File: config.mk
export PLATFORM = sky130hd
export DESIGN_NAME = fft_bitrev_reorder
export DESIGN_NICKNAME = d
export VERILOG_FILES = /design/src/rtl/fft_bitrev_reorder_pkg.sv /design/src/rtl/fft_reorder_ram.sv /design/src/rtl/fft_bitrev_reorder.sv
export SDC_FILE = /design/constraint.sdc
export NUM_CORES = 1
export LEC_CHECK = 0
export CORE_ASPECT_RATIO = 1.75
export CORE_UTILIZATION = 30
export CTS_BUF_LIST = sky130_fd_sc_hd__clkbuf_4 sky130_fd_sc_hd__clkbuf_8
export DETAILED_ROUTE_END_ITERATION = 12
export HOLD_SLACK_MARGIN = 0.15
export PLACE_DENSITY = 0.54
export SETUP_SLACK_MARGIN = 0.5
export SYNTH_ARGS = -nofsm -noshare
export SYNTH_HDL_FRONTEND = slang
export SYNTH_SLANG_ARGS = --single-unit
File: constraint.sdc
create_clock -name clk -period 10.8 [get_ports clk]
set_input_delay 2.16 -clock clk [delete_from_list [all_inputs] [get_ports clk]]
set_output_delay 2.16 -clock clk [all_outputs]
set_load 0.05 [all_outputs]
File: src/rtl/fft_bitrev_reorder_pkg.sv
// Shared definitions for the FFT bit-reversed-to-natural-order reorder stage:
// default sizes, reader state encoding and a bit-reverse helper.
package fft_bitrev_reorder_pkg;

    localparam int N_DEF      = 16;
    localparam int NLOG2_DEF  = 4;
    localparam int X_WDTH_DEF = 16;
    localparam int M_WDTH_DEF = 8;

    typedef enum logic {
        ST_IDLE = 1'b0,
        ST_READ = 1'b1
    } rd_state_t;

    // Reverse the NLOG2_DEF-bit index (bit-reversed FFT order <-> natural order).
    function automatic logic [NLOG2_DEF-1:0] bitrev(input logic [NLOG2_DEF-1:0] v);
        logic [NLOG2_DEF-1:0] r;
        for (int i = 0; i < NLOG2_DEF; i++) begin
            r[i] = v[NLOG2_DEF-1-i];
        end
        return r;
    endfunction

endpackage

File: src/rtl/fft_reorder_ram.sv
// Simple dual-port RAM: one write port, one registered read port, no reset
// on contents or on the read register.
module fft_reorder_ram
    import fft_bitrev_reorder_pkg::*;
#(
    parameter int AWIDTH = NLOG2_DEF + 1,
    parameter int DWIDTH = 2 * X_WDTH_DEF + M_WDTH_DEF
) (
    input  logic              clk,
    input  logic              we,
    input  logic [AWIDTH-1:0] waddr,
    input  logic [DWIDTH-1:0] wdata,
    input  logic              re,
    input  logic [AWIDTH-1:0] raddr,
    output logic [DWIDTH-1:0] rdata
);

    localparam int DEPTH = 1 << AWIDTH;

    logic [DWIDTH-1:0] mem [DEPTH];
    logic [DWIDTH-1:0] rdata_reg;

    // Write port.
    always_ff @(posedge clk) begin
        if (we) begin
            mem[waddr] <= wdata;
        end
    end

    // Registered read port (maps onto block RAM output register).
    always_ff @(posedge clk) begin
        if (re) begin
            rdata_reg <= mem[raddr];
        end
    end

    assign rdata = rdata_reg;

endmodule

File: src/rtl/fft_bitrev_reorder.sv
// Ping-pong reorder buffer: accepts an FFT output stream in bit-reversed order
// and re-emits each N-point frame in natural order, carrying tag and frame-start.
module fft_bitrev_reorder
    import fft_bitrev_reorder_pkg::*;
#(
    parameter int N      = N_DEF,
    parameter int NLOG2  = NLOG2_DEF,
    parameter int X_WDTH = X_WDTH_DEF,
    parameter int M_WDTH = M_WDTH_DEF
) (
    input  logic                  clk,
    input  logic                  rst,
    input  logic [X_WDTH*2-1:0]   in_data,
    input  logic                  in_nd,
    input  logic [M_WDTH-1:0]     in_m,
    input  logic                  in_first,
    output logic [X_WDTH*2-1:0]   out_data,
    output logic                  out_nd,
    output logic [M_WDTH-1:0]     out_m,
    output logic                  out_first,
    output logic                  error
);

    localparam int DWIDTH = X_WDTH * 2 + M_WDTH;
    localparam logic [NLOG2-1:0] LAST_IDX = NLOG2'(N - 1);

    // Write-side state
    logic [NLOG2-1:0] wcount_reg, wcount_next;
    logic             wbank_reg, wbank_next;
    logic             unsynced_reg, unsynced_next;
    logic             error_reg, error_next;
    logic [1:0]       full_reg, full_next;
    logic [1:0]       full_set, full_clr;

    // Read-side state
    rd_state_t        state_reg, state_next;
    logic             rbank_reg, rbank_next;
    logic [NLOG2-1:0] rcount_reg, rcount_next;
    logic             rd_en, rd_first;
    logic             out_nd_reg, out_first_reg;

    // Write-path decode
    logic             take;
    logic             last;
    logic             misalign;
    logic             wr_en;
    logic [NLOG2-1:0] k;
    logic [NLOG2-1:0] k_rev;
    logic [DWIDTH-1:0] rd_word;

    // A sample is accepted once synced; a frame-start always (re)syncs.
    assign take     = in_nd & (~unsynced_reg | in_first);
    assign k        = in_first ? '0 : wcount_reg;
    assign last     = take & (k == LAST_IDX);
    assign misalign = in_nd & in_first & ~unsynced_reg & (wcount_reg != '0);
    // Never write into a bank still waiting to be read, so output stays intact.
    assign wr_en    = take & ~full_reg[wbank_reg];

    generate
        for (genvar gi = 0; gi < NLOG2; gi++) begin : g_bitrev
            assign k_rev[gi] = k[NLOG2-1-gi];
        end
    endgenerate

    // Write counter, bank select, sync tracking, full marking and error flag.
    always_comb begin
        wcount_next   = wcount_reg;
        wbank_next    = wbank_reg;
        unsynced_next = unsynced_reg;
        error_next    = error_reg;
        full_set      = 2'b00;
        if (take) begin
            unsynced_next = 1'b0;
            if (last) begin
                wcount_next = '0;
                if (full_reg[wbank_reg]) begin
                    // Overflow: drop the completing frame, keep the bank as is.
                    error_next = 1'b1;
                end else begin
                    full_set[wbank_reg] = 1'b1;
                    wbank_next          = ~wbank_reg;
                end
            end else begin
                wcount_next = k + 1'b1;
            end
        end
        if (misalign) begin
            error_next = 1'b1;
        end
    end

    // Reader FSM: stream one full bank in natural order, chaining banks gap-free.
    always_comb begin
        state_next  = state_reg;
        rbank_next  = rbank_reg;
        rcount_next = rcount_reg;
        rd_en       = 1'b0;
        rd_first    = 1'b0;
        full_clr    = 2'b00;
        case (state_reg)
            ST_IDLE: begin
                // rcount_reg is always 0 here; issue j=0 straight away.
                if (full_reg[rbank_reg]) begin
                    rd_en       = 1'b1;
                    rd_first    = 1'b1;
                    rcount_next = rcount_reg + 1'b1;
                    state_next  = ST_READ;
                end
            end
            ST_READ: begin
                rd_en       = 1'b1;
                rd_first    = (rcount_reg == '0);
                rcount_next = rcount_reg + 1'b1;
                if (rcount_reg == LAST_IDX) begin
                    full_clr[rbank_reg] = 1'b1;
                    rbank_next          = ~rbank_reg;
                    if (!full_reg[~rbank_reg]) begin
                        state_next = ST_IDLE;
                    end
                end
            end
            default: begin
                state_next = ST_IDLE;
            end
        endcase
    end

    assign full_next = (full_reg & ~full_clr) | full_set;

    // State registers with synchronous reset.
    always_ff @(posedge clk) begin
        if (rst) begin
            wcount_reg    <= '0;
            wbank_reg     <= 1'b0;
            unsynced_reg  <= 1'b1;
            error_reg     <= 1'b0;
            full_reg      <= 2'b00;
            state_reg     <= ST_IDLE;
            rbank_reg     <= 1'b0;
            rcount_reg    <= '0;
            out_nd_reg    <= 1'b0;
            out_first_reg <= 1'b0;
        end else begin
            wcount_reg    <= wcount_next;
            wbank_reg     <= wbank_next;
            unsynced_reg  <= unsynced_next;
            error_reg     <= error_next;
            full_reg      <= full_next;
            state_reg     <= state_next;
            rbank_reg     <= rbank_next;
            rcount_reg    <= rcount_next;
            out_nd_reg    <= rd_en;
            out_first_reg <= rd_en & rd_first;
        end
    end

    fft_reorder_ram #(
        .AWIDTH (NLOG2 + 1),
        .DWIDTH (DWIDTH)
    ) u_ram (
        .clk   (clk),
        .we    (wr_en),
        .waddr ({wbank_reg, k_rev}),
        .wdata ({in_m, in_data}),
        .re    (rd_en),
        .raddr ({rbank_reg, rcount_reg}),
        .rdata (rd_word)
    );

    // The RAM read register is not reset, so data/tag are forced to 0 when not valid.
    assign out_nd    = out_nd_reg;
    assign out_first = out_first_reg;
    assign out_data  = out_nd_reg ? rd_word[X_WDTH*2-1:0] : '0;
    assign out_m     = out_nd_reg ? rd_word[DWIDTH-1:X_WDTH*2] : '0;
    assign error     = error_reg;

endmodule

==> run metrics <==
Post-synth EDFFs 1,320; FILL cells 15,800; Post-Route Utilization 34.3%; pre-CTS WS 5.15 ns; CP max FO 28; Hold WC Path Type reg2reg; area delta synth->final 13.8%; min Tclk post-route 5.00 ns; Sw Ratio 21.1%; FMAX 0.200 GHz; MaxCap Viol Count 0; clock network fraction of total power 39.3%; Yosys warnings 0; Worst Path Arrival 2.84 ns; Pwr Density 167 nW/um2; Slew headroom 23.1%; PostCTS Resize Cnt 0; P_leak 17.2 nW; Clock Tree Root clkbuf_8; ys flop type edfxtp_1; CP Class reg2out; combinational share of power 2.0%; Final ANT Viol Nets 0; worst slew pin tran 1.15 ns; DRC viols 0; Pwr Total 9.73 mW; synthesized area 51,100 um2; Sink Count 1,337; clock buffer depth 4; std cell rows 200; Setup violations, final 0; Die X-Extent 314 um; vias in the first global route 26,100; H-Tree Depth 4; Synth Register Bits 1,337; RePlAce Congestion 0.815; DP Area 54,600 um2; CP Capture Type primary output; final net count 2,718; Worst-path clk slew 0.07 ns; Routed WL 147 mm; RSZ-0062 raised after global routing no; switching pwr 2.05 mW; Seq/Total Area, Yosys 78.2%; Post-CTS Setup Bufs 0; vias per cell 4.92; setup TNS 0 ns; CP Launch Type register; Die ar. 172,000 um2; Design Area, Final 58,100 um2; Pint 7.68 mW; average routed wire per standard cell 29.3 um; number of antenna violations at the first check in global routing 6; r2r setup slk 6.52 ns; Clock Skews 0.0536 ns; clock latency on the worst-skew pair 0.88 ns; status finished clean; final hold vios 0; Synthesized Nets 2,504; period utilization 46.3%; gr ovfl total 0; ys async rst share 0%; max reg flops 1,280; GRT Util Overall 17.0%; Synth Area per Inst 20.8 um2; Slew Viols, Final 0; # hold bufs at CTS 0; CP Data Required Time 8.64 ns; detailed placement HPWL 94.2 mm; core area 169,000 um2; first-pass GRT wire length 204 mm; I/O Buffers 86; Synth Instances 2,457; layout cells sized above 1 22.8%; via total after detailed routing 24,800; largest net degree at the start of global routing 97; Pre-antenna DRT Iters 5; Seq pwr share 58.7%; maximum vdd ir drop 0.0000859 V; final worst slack 5.80 ns; I/O Pins 87; Initial Util 30.2%; Chip Height 548 um; cts bufs inserted 184; Detailed Route Iter0 Violations 1,732; CTS tree yes; Yosys cell types 55
[layout by cell type, fill, tap and decap left out, types with 38 or more instances in the layout]
cell and n:
mux2i_1 275, o22ai_1 124, buf_4 81, clkbuf_8 194
a21oi_1 46, clkinv_1 50, clkbuf_4 46, edfxtp_1 1320
a22o_1 38, a22oi_1 47, and2_1 41, clkdlybuf4s50_1 55
mux4_2 183
[final cells by class]
cell class / instances / area, um2 / area share [%]
clock inverter: 85 / 505 / 0.869
tap: 2222 / 2780 / 4.78
inverter: 8 / 30.0 / 0.0516
sequential: 1337 / 40000 / 68.8
multi-input combinational: 970 / 10400 / 18.0
antenna: 2 / 5.00 / 0.00861
clock buffer: 240 / 3020 / 5.19
timing repair buffer: 170 / 1370 / 2.36
[cell families after synthesis]
| kind of cell | synth area share, % |
|---|---|
| buf+inv | 1.90 |
| compound gates | 3.94 |
| xor+xnor | 0.0686 |
| simple gates | 2.28 |
| flops | 78.2 |
| mux | 13.5 |
| fa+ha+maj | 0.0735 |
[path summary, 6_finish.rpt]
| kind | depth (start not counted) | endpoint | from |
|---|---|---|---|
| worst min-delay path | 2 | full_reg[0] | full_reg[0] |
| worst max register to register | 6 | u_ram.rdata[19] | rcount_reg[1] |
| worst min register to register | 2 | full_reg[0] | full_reg[0] |
| worst max-delay path | 3 | out_data[19] | out_nd |
[through the flow]
| step | cells | hold slack [ns] |
|---|---|---|
| final | 5034 | 0.536 |
| after global routing | 5033 | 0.563 |
| after detailed placement | 4707 | 0.522 |
| after global placement | 4707 | 0.531 |
| after CTS | 5032 | 0.535 |
| after floorplan | 2457 | 0.480 |
[Yosys cell counts, types with 2 or more instances]
cell type | n | area, um2
a211oi_1 | 3 | 22.5
a211oi_2 | 3 | 37.5
a21oi_1 | 46 | 230
a22o_1 | 38 | 333
a22oi_1 | 47 | 353
a31oi_1 | 10 | 62.6
and2_1 | 42 | 263
and3_1 | 4 | 25.0
buf_2 | 42 | 210
buf_4 | 37 | 278
buf_6 | 24 | 270
buf_8 | 3 | 45.0
clkbuf_1 | 35 | 131
dfxtp_1 | 17 | 340
edfxtp_1 | 1320 | 39600
ha_1 | 3 | 37.5
inv_1 | 8 | 30.0
mux2_2 | 2 | 22.5
mux2i_1 | 275 | 2750
mux4_2 | 183 | 4120
nand2_1 | 10 | 37.5
nand2b_1 | 2 | 12.5
nand3_1 | 8 | 40.0
nand3b_1 | 5 | 37.5
nor2_1 | 55 | 206
nor2b_1 | 5 | 31.3
nor3_1 | 29 | 145
nor4_1 | 29 | 181
nor4_2 | 5 | 62.6
o21ai_0 | 3 | 15.0
o21ai_1 | 3 | 15.0
o221ai_1 | 10 | 87.6
o22ai_1 | 124 | 776
or3_1 | 3 | 18.8
or3b_1 | 2 | 17.5
xnor2_1 | 2 | 17.5
xor2_1 | 2 | 17.5
[metal layers]
layer	GRT usage, %	wire (um)	part of all wire [%]	vias up
met1	17.0	49500	34	13200
met2	33.3	84200	57	670
li1	-	-	-	10700
met4	9.69	8850	6.0	8
met5	0	39	0.026	-
met3	1.94	4920	3.3	278
[worst max-delay path: stages (launching register included)]
cell and delay [ns]:
dfxtp_2 0.51, buf_4 0.41, and2_1 0.20, clkdlybuf4s50_1 0.80
[power groups by stage]
| stage | registers, mW | logic (mW) | clock network (mW) |
|---|---|---|---|
| 6_report | 5.71 | 0.192 | 3.83 |
| 5_1_grt | 5.71 | 0.199 | 4.10 |
| 4_1_cts | 5.71 | 0.199 | 3.92 |
| 3_5_place_dp | 5.83 | 0.198 | 0 |
| 3_3_place_gp | 5.83 | 0.195 | 0 |
| 2_1_floorplan | 5.83 | 0.0349 | 0 |
No activity file was read; power rests on OpenSTA's default activity.
